<file path="config.mk">
export PLATFORM = sky130hd
export DESIGN_NAME = id_operand_fetch_flat
export DESIGN_NICKNAME = d
export VERILOG_FILES = /design/src/rtl/id_operand_fetch_pkg.sv /design/src/rtl/id_operand_fetch_if.sv /design/src/rtl/id_operand_fetch_fwd_mux.sv /design/src/rtl/id_operand_fetch.sv /design/src/flat_wrapper.sv
export SDC_FILE = /design/constraint.sdc
export NUM_CORES = 1
export LEC_CHECK = 0
export ABC_CLOCK_PERIOD_IN_PS = 2000
export BUFFER_PORTS_ARGS = -buffer_cell sky130_fd_sc_hd__buf_2
export CAP_MARGIN = 40
export CORE_AREA = 2 2 118 120
export CTS_CLUSTER_DIAMETER = 120
export DETAILED_ROUTE_END_ITERATION = 16
export DIE_AREA = 0 0 120 122
export PLACE_DENSITY = 0.75
export SYNTH_ARGS = -nofsm -noshare
export SYNTH_HDL_FRONTEND = slang
export SYNTH_HIERARCHICAL = 1
export SYNTH_SLANG_ARGS = --single-unit
</file>
<file path="constraint.sdc">
create_clock -name clk -period 2 [get_ports clk]
set_input_delay 0.2 -clock clk [delete_from_list [all_inputs] [get_ports clk]]
set_output_delay 0.2 -clock clk [all_outputs]
set_load 0.1 [all_outputs]
</file>
<file path="src/rtl/id_operand_fetch_pkg.sv">
// id_operand_fetch_pkg: widths, NOP encodings and shared structs for the ID operand fetch stage.
package id_operand_fetch_pkg;
    localparam int DATA_W   = 32;
    localparam int ADDR_W   = 5;
    localparam int ALUOP_W  = 8;
    localparam int ALUSEL_W = 3;
    localparam logic [DATA_W-1:0]   ZERO_WORD  = '0;
    localparam logic [ALUOP_W-1:0]  ALUOP_NOP  = '0;
    localparam logic [ALUSEL_W-1:0] ALUSEL_NOP = '0;
    typedef struct packed {
        logic              wreg;
        logic [ADDR_W-1:0] wd;
        logic [DATA_W-1:0] wdata;
    } fwd_t;
    typedef struct packed {
        logic                valid;
        logic [ALUOP_W-1:0]  aluop;
        logic [ALUSEL_W-1:0] alusel;
        logic [DATA_W-1:0]   reg1;
        logic [DATA_W-1:0]   reg2;
        logic                wreg;
        logic [ADDR_W-1:0]   wd;
    } idex_t;
endpackage

</file>
<file path="src/rtl/id_operand_fetch_if.sv">
// id_operand_fetch_if: decoder, regfile, forwarding, control and ID/EX signals of the operand fetch stage.
interface id_operand_fetch_if;
    import id_operand_fetch_pkg::*;
    logic                id_valid, id_re1, id_re2, id_use_imm, id_wreg;
    logic [ADDR_W-1:0]   id_raddr1, id_raddr2, id_wd;
    logic [DATA_W-1:0]   id_imm;
    logic [ALUOP_W-1:0]  id_aluop;
    logic [ALUSEL_W-1:0] id_alusel;
    logic                re1, re2;
    logic [ADDR_W-1:0]   raddr1, raddr2;
    logic [DATA_W-1:0]   rdata1, rdata2;
    logic                ex_fwd_wreg, ex_fwd_is_load, mem_fwd_wreg;
    logic [ADDR_W-1:0]   ex_fwd_wd, mem_fwd_wd;
    logic [DATA_W-1:0]   ex_fwd_wdata, mem_fwd_wdata;
    logic                stall_id, stall_ex, flush, stallreq;
    logic                ex_valid, ex_wreg;
    logic [ALUOP_W-1:0]  ex_aluop;
    logic [ALUSEL_W-1:0] ex_alusel;
    logic [DATA_W-1:0]   ex_reg1, ex_reg2;
    logic [ADDR_W-1:0]   ex_wd;
    modport master (
        output id_valid, id_re1, id_re2, id_raddr1, id_raddr2, id_use_imm, id_imm,
               id_aluop, id_alusel, id_wreg, id_wd, rdata1, rdata2,
               ex_fwd_wreg, ex_fwd_wd, ex_fwd_wdata, ex_fwd_is_load,
               mem_fwd_wreg, mem_fwd_wd, mem_fwd_wdata, stall_id, stall_ex, flush,
        input  re1, re2, raddr1, raddr2, stallreq,
               ex_valid, ex_aluop, ex_alusel, ex_reg1, ex_reg2, ex_wreg, ex_wd
    );
    modport slave (
        input  id_valid, id_re1, id_re2, id_raddr1, id_raddr2, id_use_imm, id_imm,
               id_aluop, id_alusel, id_wreg, id_wd, rdata1, rdata2,
               ex_fwd_wreg, ex_fwd_wd, ex_fwd_wdata, ex_fwd_is_load,
               mem_fwd_wreg, mem_fwd_wd, mem_fwd_wdata, stall_id, stall_ex, flush,
        output re1, re2, raddr1, raddr2, stallreq,
               ex_valid, ex_aluop, ex_alusel, ex_reg1, ex_reg2, ex_wreg, ex_wd
    );
endinterface

</file>
<file path="src/rtl/id_operand_fetch_fwd_mux.sv">
// id_operand_fetch_fwd_mux: resolves one source operand from regfile data and the EX/MEM forward paths.
module id_operand_fetch_fwd_mux
    import id_operand_fetch_pkg::*;
(
    input  logic              en,
    input  logic [ADDR_W-1:0] raddr,
    input  logic [DATA_W-1:0] rdata,
    input  fwd_t              ex,
    input  logic              ex_is_load,
    input  fwd_t              mem,
    output logic [DATA_W-1:0] operand,
    output logic              ex_load_hit
);
    logic nz, ex_hit, mem_hit;
    assign nz      = |raddr;
    assign ex_hit  = ex.wreg & (ex.wd == raddr);
    assign mem_hit = mem.wreg & (mem.wd == raddr);
    // A load in EX has no data yet; fall through and let the stall cover it.
    assign operand = !(en && nz)             ? ZERO_WORD :
                     (ex_hit && !ex_is_load) ? ex.wdata  :
                     mem_hit                 ? mem.wdata : rdata;
    assign ex_load_hit = en & nz & ex_hit & ex_is_load;
endmodule

</file>
<file path="src/rtl/id_operand_fetch.sv">
// id_operand_fetch: ID-stage regfile reader with EX/MEM forwarding, load-use stall and the ID/EX register.
module id_operand_fetch
    import id_operand_fetch_pkg::*;
(
    input logic clk,
    input logic rst,
    id_operand_fetch_if.slave bus
);
    fwd_t              ex_src, mem_src;
    logic [DATA_W-1:0] op1, op2_mux, op2;
    logic              hit1, hit2, stallreq;
    idex_t             d, q;
    assign bus.re1    = bus.id_valid & bus.id_re1;
    assign bus.re2    = bus.id_valid & bus.id_re2 & ~bus.id_use_imm;
    assign bus.raddr1 = bus.id_raddr1;
    assign bus.raddr2 = bus.id_raddr2;
    assign ex_src  = {bus.ex_fwd_wreg, bus.ex_fwd_wd, bus.ex_fwd_wdata};
    assign mem_src = {bus.mem_fwd_wreg, bus.mem_fwd_wd, bus.mem_fwd_wdata};
    id_operand_fetch_fwd_mux u_op1 (
        .en(bus.re1), .raddr(bus.id_raddr1), .rdata(bus.rdata1), .ex(ex_src),
        .ex_is_load(bus.ex_fwd_is_load), .mem(mem_src), .operand(op1), .ex_load_hit(hit1)
    );
    id_operand_fetch_fwd_mux u_op2 (
        .en(bus.re2), .raddr(bus.id_raddr2), .rdata(bus.rdata2), .ex(ex_src),
        .ex_is_load(bus.ex_fwd_is_load), .mem(mem_src), .operand(op2_mux), .ex_load_hit(hit2)
    );
    assign op2      = bus.id_use_imm ? bus.id_imm : op2_mux;
    assign stallreq = ~rst & (hit1 | hit2);
    assign bus.stallreq = stallreq;
    assign d = bus.id_valid ? {1'b1, bus.id_aluop, bus.id_alusel, op1, op2, bus.id_wreg, bus.id_wd} : '0;
    always_ff @(posedge clk)
        if (rst || bus.flush || ((bus.stall_id || stallreq) && !bus.stall_ex)) q <= '0;
        else if (!bus.stall_ex) q <= d;
    assign bus.ex_valid  = q.valid;
    assign bus.ex_aluop  = q.aluop;
    assign bus.ex_alusel = q.alusel;
    assign bus.ex_reg1   = q.reg1;
    assign bus.ex_reg2   = q.reg2;
    assign bus.ex_wreg   = q.wreg;
    assign bus.ex_wd     = q.wd;
endmodule

</file>
<file path="src/flat_wrapper.sv">
// flat-port wrapper written by rule: the top's interface ports become plain ports
module id_operand_fetch_flat import id_operand_fetch_pkg::*;
  (clk, rst, bus_id_valid, bus_id_re1, bus_id_re2, bus_id_raddr1, bus_id_raddr2, bus_id_use_imm, bus_id_imm, bus_id_aluop, bus_id_alusel, bus_id_wreg, bus_id_wd, bus_rdata1, bus_rdata2, bus_ex_fwd_wreg, bus_ex_fwd_wd, bus_ex_fwd_wdata, bus_ex_fwd_is_load, bus_mem_fwd_wreg, bus_mem_fwd_wd, bus_mem_fwd_wdata, bus_stall_id, bus_stall_ex, bus_flush, bus_re1, bus_re2, bus_raddr1, bus_raddr2, bus_stallreq, bus_ex_valid, bus_ex_aluop, bus_ex_alusel, bus_ex_reg1, bus_ex_reg2, bus_ex_wreg, bus_ex_wd);
  id_operand_fetch_if bus_i ();
  input logic clk;
  input logic rst;
  input wire logic [$bits(bus_i.id_valid)-1:0] bus_id_valid;
  input wire logic [$bits(bus_i.id_re1)-1:0] bus_id_re1;
  input wire logic [$bits(bus_i.id_re2)-1:0] bus_id_re2;
  input wire logic [$bits(bus_i.id_raddr1)-1:0] bus_id_raddr1;
  input wire logic [$bits(bus_i.id_raddr2)-1:0] bus_id_raddr2;
  input wire logic [$bits(bus_i.id_use_imm)-1:0] bus_id_use_imm;
  input wire logic [$bits(bus_i.id_imm)-1:0] bus_id_imm;
  input wire logic [$bits(bus_i.id_aluop)-1:0] bus_id_aluop;
  input wire logic [$bits(bus_i.id_alusel)-1:0] bus_id_alusel;
  input wire logic [$bits(bus_i.id_wreg)-1:0] bus_id_wreg;
  input wire logic [$bits(bus_i.id_wd)-1:0] bus_id_wd;
  input wire logic [$bits(bus_i.rdata1)-1:0] bus_rdata1;
  input wire logic [$bits(bus_i.rdata2)-1:0] bus_rdata2;
  input wire logic [$bits(bus_i.ex_fwd_wreg)-1:0] bus_ex_fwd_wreg;
  input wire logic [$bits(bus_i.ex_fwd_wd)-1:0] bus_ex_fwd_wd;
  input wire logic [$bits(bus_i.ex_fwd_wdata)-1:0] bus_ex_fwd_wdata;
  input wire logic [$bits(bus_i.ex_fwd_is_load)-1:0] bus_ex_fwd_is_load;
  input wire logic [$bits(bus_i.mem_fwd_wreg)-1:0] bus_mem_fwd_wreg;
  input wire logic [$bits(bus_i.mem_fwd_wd)-1:0] bus_mem_fwd_wd;
  input wire logic [$bits(bus_i.mem_fwd_wdata)-1:0] bus_mem_fwd_wdata;
  input wire logic [$bits(bus_i.stall_id)-1:0] bus_stall_id;
  input wire logic [$bits(bus_i.stall_ex)-1:0] bus_stall_ex;
  input wire logic [$bits(bus_i.flush)-1:0] bus_flush;
  output wire logic [$bits(bus_i.re1)-1:0] bus_re1;
  output wire logic [$bits(bus_i.re2)-1:0] bus_re2;
  output wire logic [$bits(bus_i.raddr1)-1:0] bus_raddr1;
  output wire logic [$bits(bus_i.raddr2)-1:0] bus_raddr2;
  output wire logic [$bits(bus_i.stallreq)-1:0] bus_stallreq;
  output wire logic [$bits(bus_i.ex_valid)-1:0] bus_ex_valid;
  output wire logic [$bits(bus_i.ex_aluop)-1:0] bus_ex_aluop;
  output wire logic [$bits(bus_i.ex_alusel)-1:0] bus_ex_alusel;
  output wire logic [$bits(bus_i.ex_reg1)-1:0] bus_ex_reg1;
  output wire logic [$bits(bus_i.ex_reg2)-1:0] bus_ex_reg2;
  output wire logic [$bits(bus_i.ex_wreg)-1:0] bus_ex_wreg;
  output wire logic [$bits(bus_i.ex_wd)-1:0] bus_ex_wd;
  assign bus_i.id_valid = bus_id_valid;
  assign bus_i.id_re1 = bus_id_re1;
  assign bus_i.id_re2 = bus_id_re2;
  assign bus_i.id_raddr1 = bus_id_raddr1;
  assign bus_i.id_raddr2 = bus_id_raddr2;
  assign bus_i.id_use_imm = bus_id_use_imm;
  assign bus_i.id_imm = bus_id_imm;
  assign bus_i.id_aluop = bus_id_aluop;
  assign bus_i.id_alusel = bus_id_alusel;
  assign bus_i.id_wreg = bus_id_wreg;
  assign bus_i.id_wd = bus_id_wd;
  assign bus_i.rdata1 = bus_rdata1;
  assign bus_i.rdata2 = bus_rdata2;
  assign bus_i.ex_fwd_wreg = bus_ex_fwd_wreg;
  assign bus_i.ex_fwd_wd = bus_ex_fwd_wd;
  assign bus_i.ex_fwd_wdata = bus_ex_fwd_wdata;
  assign bus_i.ex_fwd_is_load = bus_ex_fwd_is_load;
  assign bus_i.mem_fwd_wreg = bus_mem_fwd_wreg;
  assign bus_i.mem_fwd_wd = bus_mem_fwd_wd;
  assign bus_i.mem_fwd_wdata = bus_mem_fwd_wdata;
  assign bus_i.stall_id = bus_stall_id;
  assign bus_i.stall_ex = bus_stall_ex;
  assign bus_i.flush = bus_flush;
  assign bus_re1 = bus_i.re1;
  assign bus_re2 = bus_i.re2;
  assign bus_raddr1 = bus_i.raddr1;
  assign bus_raddr2 = bus_i.raddr2;
  assign bus_stallreq = bus_i.stallreq;
  assign bus_ex_valid = bus_i.ex_valid;
  assign bus_ex_aluop = bus_i.ex_aluop;
  assign bus_ex_alusel = bus_i.ex_alusel;
  assign bus_ex_reg1 = bus_i.ex_reg1;
  assign bus_ex_reg2 = bus_i.ex_reg2;
  assign bus_ex_wreg = bus_i.ex_wreg;
  assign bus_ex_wd = bus_i.ex_wd;
  id_operand_fetch u_core (.clk(clk), .rst(rst), .bus(bus_i));
endmodule
</file>
# Yosys cells after proc, flatten, opt, wreduce, memory -nomap -nowiden
# Cells that the tools add are included.
# W data, S select, Z words.
[totals] output_inout_bits=95 input_bits=209 reg_bits=82
[classes] n_mux=8 bitwise=17 eq_ne=4 reduce_logical=12
[ops] cell="$mux W32" n=7
[ops] cell="$mux W82" n=1
[ops] cell="$eq A5 B5 Y1" n=4
[ops] cell="$and A1 B1 Y1" n=14
[ops] cell="$reduce_or A5 Y1" n=2
[ops] cell="$logic_and A1 B1 Y1" n=5
[ops] cell="$logic_or A1 B1 Y1" n=3
[ops] cell="$logic_not A1 Y1" n=2
[ops] cell="$not A1 Y1" n=2
[ops] cell="$or A1 B1 Y1" n=1

# Depth between registers and ports, before layout
[depth] ltp_word=10 mapped_depth=10 ltp_nobuf=8

# Cells and area by module
# Netlist, hierarchy kept.
[modules_own_cells] mod="id_operand_fetch" cells_each=326 seq_area_each_um2=1641.6 instances=1 area_each_um2=3504.6
[modules_own_cells] mod="id_operand_fetch_fwd_mux" cells_each=170 seq_area_each_um2=0.0 instances=2 area_each_um2=914.6

# Worst setup path after synthesis
# Ideal clock, no wire load.
[synth_timing] kind="input-to-output" from="input port bus_id_use_imm" to="output port bus_stallreq" n_path_buf=3 t_arrival_ps=3398 slack_ps=-1598 stages=8 path_cell_list="buf_6 buf_12 and3b_1 o21ai_1 buf_2 nor3_1 nor2_1 nor2_1"
[synth_between] elab_chain_cells=7
[synth_lines] item="from (decl)" line="flat_wrapper.sv:12" source="input wire logic [$bits(bus_i.id_use_imm)-1:0] bus_id_use_imm;"
[synth_lines] item="$not A1 Y1" line="id_operand_fetch.sv:14" source="assign bus.re2 = bus.id_valid & bus.id_re2 & ~bus.id_use_imm;"
[synth_lines] item="$and A1 B1 Y1" line="id_operand_fetch.sv:14"
[synth_lines] item="net bus_re2" line="flat_wrapper.sv:31" source="output wire logic [$bits(bus_i.re2)-1:0] bus_re2;"
[synth_lines] item="$and A1 B1 Y1 (3 in series)" line="id_operand_fetch_fwd_mux.sv:22" source="assign ex_load_hit = en & nz & ex_hit & ex_is_load;"
[synth_lines] item="net u_core.hit2" line="id_operand_fetch.sv:11" source="logic hit1, hit2, stallreq;"
[synth_lines] item="$or A1 B1 Y1" line="id_operand_fetch.sv:28" source="assign stallreq = ~rst & (hit1 | hit2);"
[synth_lines] item="$and A1 B1 Y1" line="id_operand_fetch.sv:28"
[synth_lines] item="to (decl)" line="flat_wrapper.sv:34" source="output wire logic [$bits(bus_i.stallreq)-1:0] bus_stallreq;"
# The timed path passes the listed nets, and every way through them passes these cells.

# Worst setup path after layout
[layout_timing] from="input port bus_id_raddr2[2]" to="output port bus_stallreq"
[layout_between] elab_chain_cells=6
[layout_lines] item="from (decl)" line="flat_wrapper.sv:11" source="input wire logic [$bits(bus_i.id_raddr2)-1:0] bus_id_raddr2;"
[layout_lines] item="$eq A5 B5 Y1 / $reduce_or A5 Y1 (equally long branches)" line="id_operand_fetch_fwd_mux.sv:16, id_operand_fetch_fwd_mux.sv:15"
[layout_lines] item="$and A1 B1 Y1 (on tied branches)" line="id_operand_fetch_fwd_mux.sv:16, id_operand_fetch_fwd_mux.sv:22"
[layout_lines] item="$and A1 B1 Y1 (*) (2 in series)" line="id_operand_fetch_fwd_mux.sv:22"
[layout_lines] item="net u_core.hit2" line="id_operand_fetch.sv:11"
[layout_lines] item="$or A1 B1 Y1 (*)" line="id_operand_fetch.sv:28"
[layout_lines] item="$and A1 B1 Y1 (*)" line="id_operand_fetch.sv:28"
# Mark *: on every way through the listed nets, which the timed path passes. The rest lies on a longest branch.

==> PnR_summary.wiki <==
{| class="wikitable"
! Metric !! Value
|-
| Status || complete, no violations
|-
| Stage delay of the slowest cell on the critical path || 0.31 ns
|-
| Post-Route Skew || 0 ns
|-
| Half-perimeter wire length after placement || 14200 µm
|-
| Synth async-reset ratio || 0
|-
| Cell with the most instances after synthesis || sky130_fd_sc_hd__nor2_1
|-
| Core area || 0.0135 mm²
|-
| Final nets || 1153
|-
| Register-to-register setup slack || 1.32 ns
|-
| Hold path cells || 3
|-
| Routed WL per cell || 16.9 µm
|-
| Final number of setup-violating endpoints || 0
|-
| Number of global-route vias before repair || 5714
|-
| Maximum buffer depth of the clock tree || 2
|-
| Clock tree from TritonCTS || built
|-
| Yosys warning total || 6
|-
| Fraction of the mapped netlist area in compound gates || 0.259
|-
| Synth Cell Area || 0.00533 mm²
|-
| Relative max-transition margin || 0.567
|-
| Proportion of synthesized area in mux cells || 0.0880
|-
| Number of cells on the critical path || 10
|-
| Worst Setup Start Kind || input pin
|-
| Number of instances in the synthesized netlist || 666
|-
| Width of the die || 120 µm
|-
| Post-CTS resize count || 0
|-
| Pin count of the biggest net entering global routing || 45
|-
| Post-route DRC || 0
|-
| Share of the cycle needed by the critical path after routing || 0.948
|-
| Cell chain of the critical path || buf_2, buf_4, a222oi_1, buf_4, nand2b_1, nor3_4, buf_4, nor2_2, nor2_4, buf_12
|-
| Gr ovfl total || 0
|-
| Routability-driven placement congestion ratio || 0.859
|-
| Clock latency reported for the late side of the worst-skew pair || 0.33 ns
|-
| Antenna violations before repair || 2
|-
| Final setup slack of the worst path || 0.104 ns
|-
| Area of the multi-input gates || 0.00329 mm²
|-
| Arrival time at the worst endpoint || 1.70 ns
|-
| Adder and majority cell fraction of the synthesized area || 0
|-
| Final Hold Vio Count || 0
|-
| Count of unique library cells instantiated by Yosys || 32
|-
| DIE AREA || 0.0146 mm²
|-
| Seq cells post-synth || 82
|-
| Dominant combinational cell family by area after synthesis || compound AO/OA/AOI/OAI gates
|-
| Leakage dissipation || 0.00348 µW
|-
| Count of maximum capacitance violations || 0
|-
| Terminus of the critical flop-to-flop path || u_core/bus.ex_reg1[26]
|-
| Most frequent cells after synthesis || sky130_fd_sc_hd__nor2_1, sky130_fd_sc_hd__nand2_1, sky130_fd_sc_hd__dfxtp_1
|-
| Syn_nets || 875
|-
| Synth Area per Inst || 8.01 µm²
|-
| Dominant cells by area after synthesis || sky130_fd_sc_hd__dfxtp_1, sky130_fd_sc_hd__a311oi_1, sky130_fd_sc_hd__nor2_1, sky130_fd_sc_hd__nand2_1, sky130_fd_sc_hd__mux2_4
|-
| First-iteration detailed-routing DRC count || 676
|-
| Final design instance area without fill || 0.00745 mm²
|-
| Highest-delay cell along the critical path || sky130_fd_sc_hd__a222oi_1
|-
| Crit path max fanout || 4
|-
| Root buffer cell || sky130_fd_sc_hd__clkbuf_16
|-
| Number of buffers and inverters on the critical path || 5
|-
| Pre-CTS setup slack || -0.160 ns
|-
| Global-route usage over all layers || 0.251
|-
| I/O pins || 304
|-
| Number of flops mapped to enable cells by yosys || 0
|-
| Syn-to-layout area delta || 39.6%
|-
| Critical path endpoint category || primary output
|-
| Count of cells along the worst register-to-register path || 2
|-
| Vias per Instance || 5.41
|-
| Detail Route Antenna Nets || 0
|-
| Final min period || 1.90 ns
|-
| Sequential cell area || 0.00164 mm²
|-
| Clock sink total || 82
|-
| Share of post-route cells with drive strength above 1 || 0.453
|-
| Timing startpoint of the critical path || bus_id_raddr2[2]
|-
| Die Ht || 122 µm
|-
| F_max || 0.527 GHz
|-
| CTS Buf Count || 9
|-
| Share of the synthesized area in the top cell type || 0.308
|-
| Worst R2R Start || u_core/bus.ex_reg1[26]
|-
| Critical path's top delay family || buffers and inverters
|-
| Sum of negative setup slack || 0 ns
|-
| Worst hold path class || input pin to flip-flop
|-
| Fraction of the mapped netlist area in simple logic gates || 0.233
|-
| Cell occurring most often along the worst timing path || sky130_fd_sc_hd__buf_4
|-
| Worst setup path class || input pin to primary output
|-
| Overall power of the completed layout || 4480 µW
|-
| Post-synth top area cell || sky130_fd_sc_hd__dfxtp_1
|-
| Portion of the post-synthesis area used by sequential elements || 0.308
|-
| Number of setup buffers added after CTS || 0
|-
| Number of placement rows || 43
|-
| Post-place instance area || 0.00713 mm²
|-
| Post-Synth XOR/XNOR Area || 0.0197
|-
| Count of hold buffers inserted by post-cts repair || 0
|-
| H-tree lvl count || 3
|-
| Least-Margin Pin Slew || 0.649 ns
|-
| WP data required || 1.80 ns
|-
| Power density cells || 601 mW/mm²
|-
| Worst setup endpoint || bus_stallreq
|-
| RSZ-0062 raised after global routing || false
|-
| Top FF cell, synth || sky130_fd_sc_hd__dfxtp_1
|-
| Initial core utilization || 0.395
|-
| Fillers || 1296
|-
| Max-slew violation total from the final report || 0
|-
| Clock edge transition at the registers on the reported setup and hold paths || 0.06 ns
|-
| Total of buffers placed on input and output ports || 303
|-
| Final wirelength || 19100 µm
|-
| Number of vias after detailed routing || 6110
|-
| Wire length of the first global-routing pass || 29100 µm
|-
| First-pass DRT Iterations || 5
|-
| VDD IR-drop max || 0.000403 V
|}
## stage by stage
step	hold slack, ns	instances	utilization
2_1_floorplan	0.344	666	-
3_3_place_gp	0.430	1113	0.528
3_5_place_dp	0.438	1113	0.528
4_1_cts	0.0864	1129	0.551
5_1_grt	0.0943	1130	0.552
6_report	0.101	1130	0.552
## worst min path at each step
stage                          from  slack, ns                      to
detailed placement     bus_id_wd[0]       0.44     u_core/bus.ex_wd[0]
CTS                 bus_id_aluop[1]       0.09  u_core/bus.ex_aluop[1]
global route        bus_id_aluop[6]       0.09  u_core/bus.ex_aluop[6]
global placement       bus_id_wd[3]       0.43     u_core/bus.ex_wd[3]
finish              bus_id_aluop[3]       0.10  u_core/bus.ex_aluop[3]
floorplan           bus_id_aluop[0]       0.34  u_core/bus.ex_aluop[0]
## registers in the layout, indices dropped and copies added, names as in the netlist
name                  count
u_core/bus.ex_reg1       32
u_core/bus.ex_reg2       32
u_core/bus.ex_aluop       8
u_core/bus.ex_alusel      3
u_core/bus.ex_valid       1
u_core/bus.ex_wreg        1
u_core/bus.ex_wd          5
## layer usage
layer  part of all wire  GRT usage
met2               0.49      0.425
met1               0.39      0.312
met3              0.095     0.0496
met5            0.00068          0
met4              0.025      0.105
## final cells by class
class,instances,share of cell area
multi-input cells,504,0.442
clock buffers,10,0.0307
well taps,180,0.0302
flip-flops and latches,82,0.220
diodes,1,0.000336
repair buffers,341,0.261
clock inverters,6,0.0123
inverters,6,0.00302
## kinds of logic (layout without fill, tap and decap cells)
logic type	after synthesis	in the layout
buf+inv	80	363
xor+xnor	12	12
compound gates	153	153
mux	32	32
other cells	0	1
flops	82	82
simple gates	307	307
## worst reg2reg max path, cell delays in order, from the launching register on
cell,delay [ns]
sky130_fd_sc_hd__dfxtp_1,0.32
sky130_fd_sc_hd__a22oi_1,0.20
sky130_fd_sc_hd__nor2_1,0.06
## report_power, final
group	switching (µW)	internal [µW]	leakage, µW
Combinational	623	392	0.00267
Clock	706	1100	0.000145
Sequential	9.53	1650	0.000662
Total	1340	3140	0.00348
## cell usage in the layout, fill, tap and decap left out, drive strengths merged, types with 8 or more instances in the layout
cell,n
nand2b,10
nand2,130
a311oi,64
dfxtp,82
a22oi,81
mux2,32
xor2,8
buf,341
nor2,149
clkbuf,10
Power figures use the tool's default switching activity.
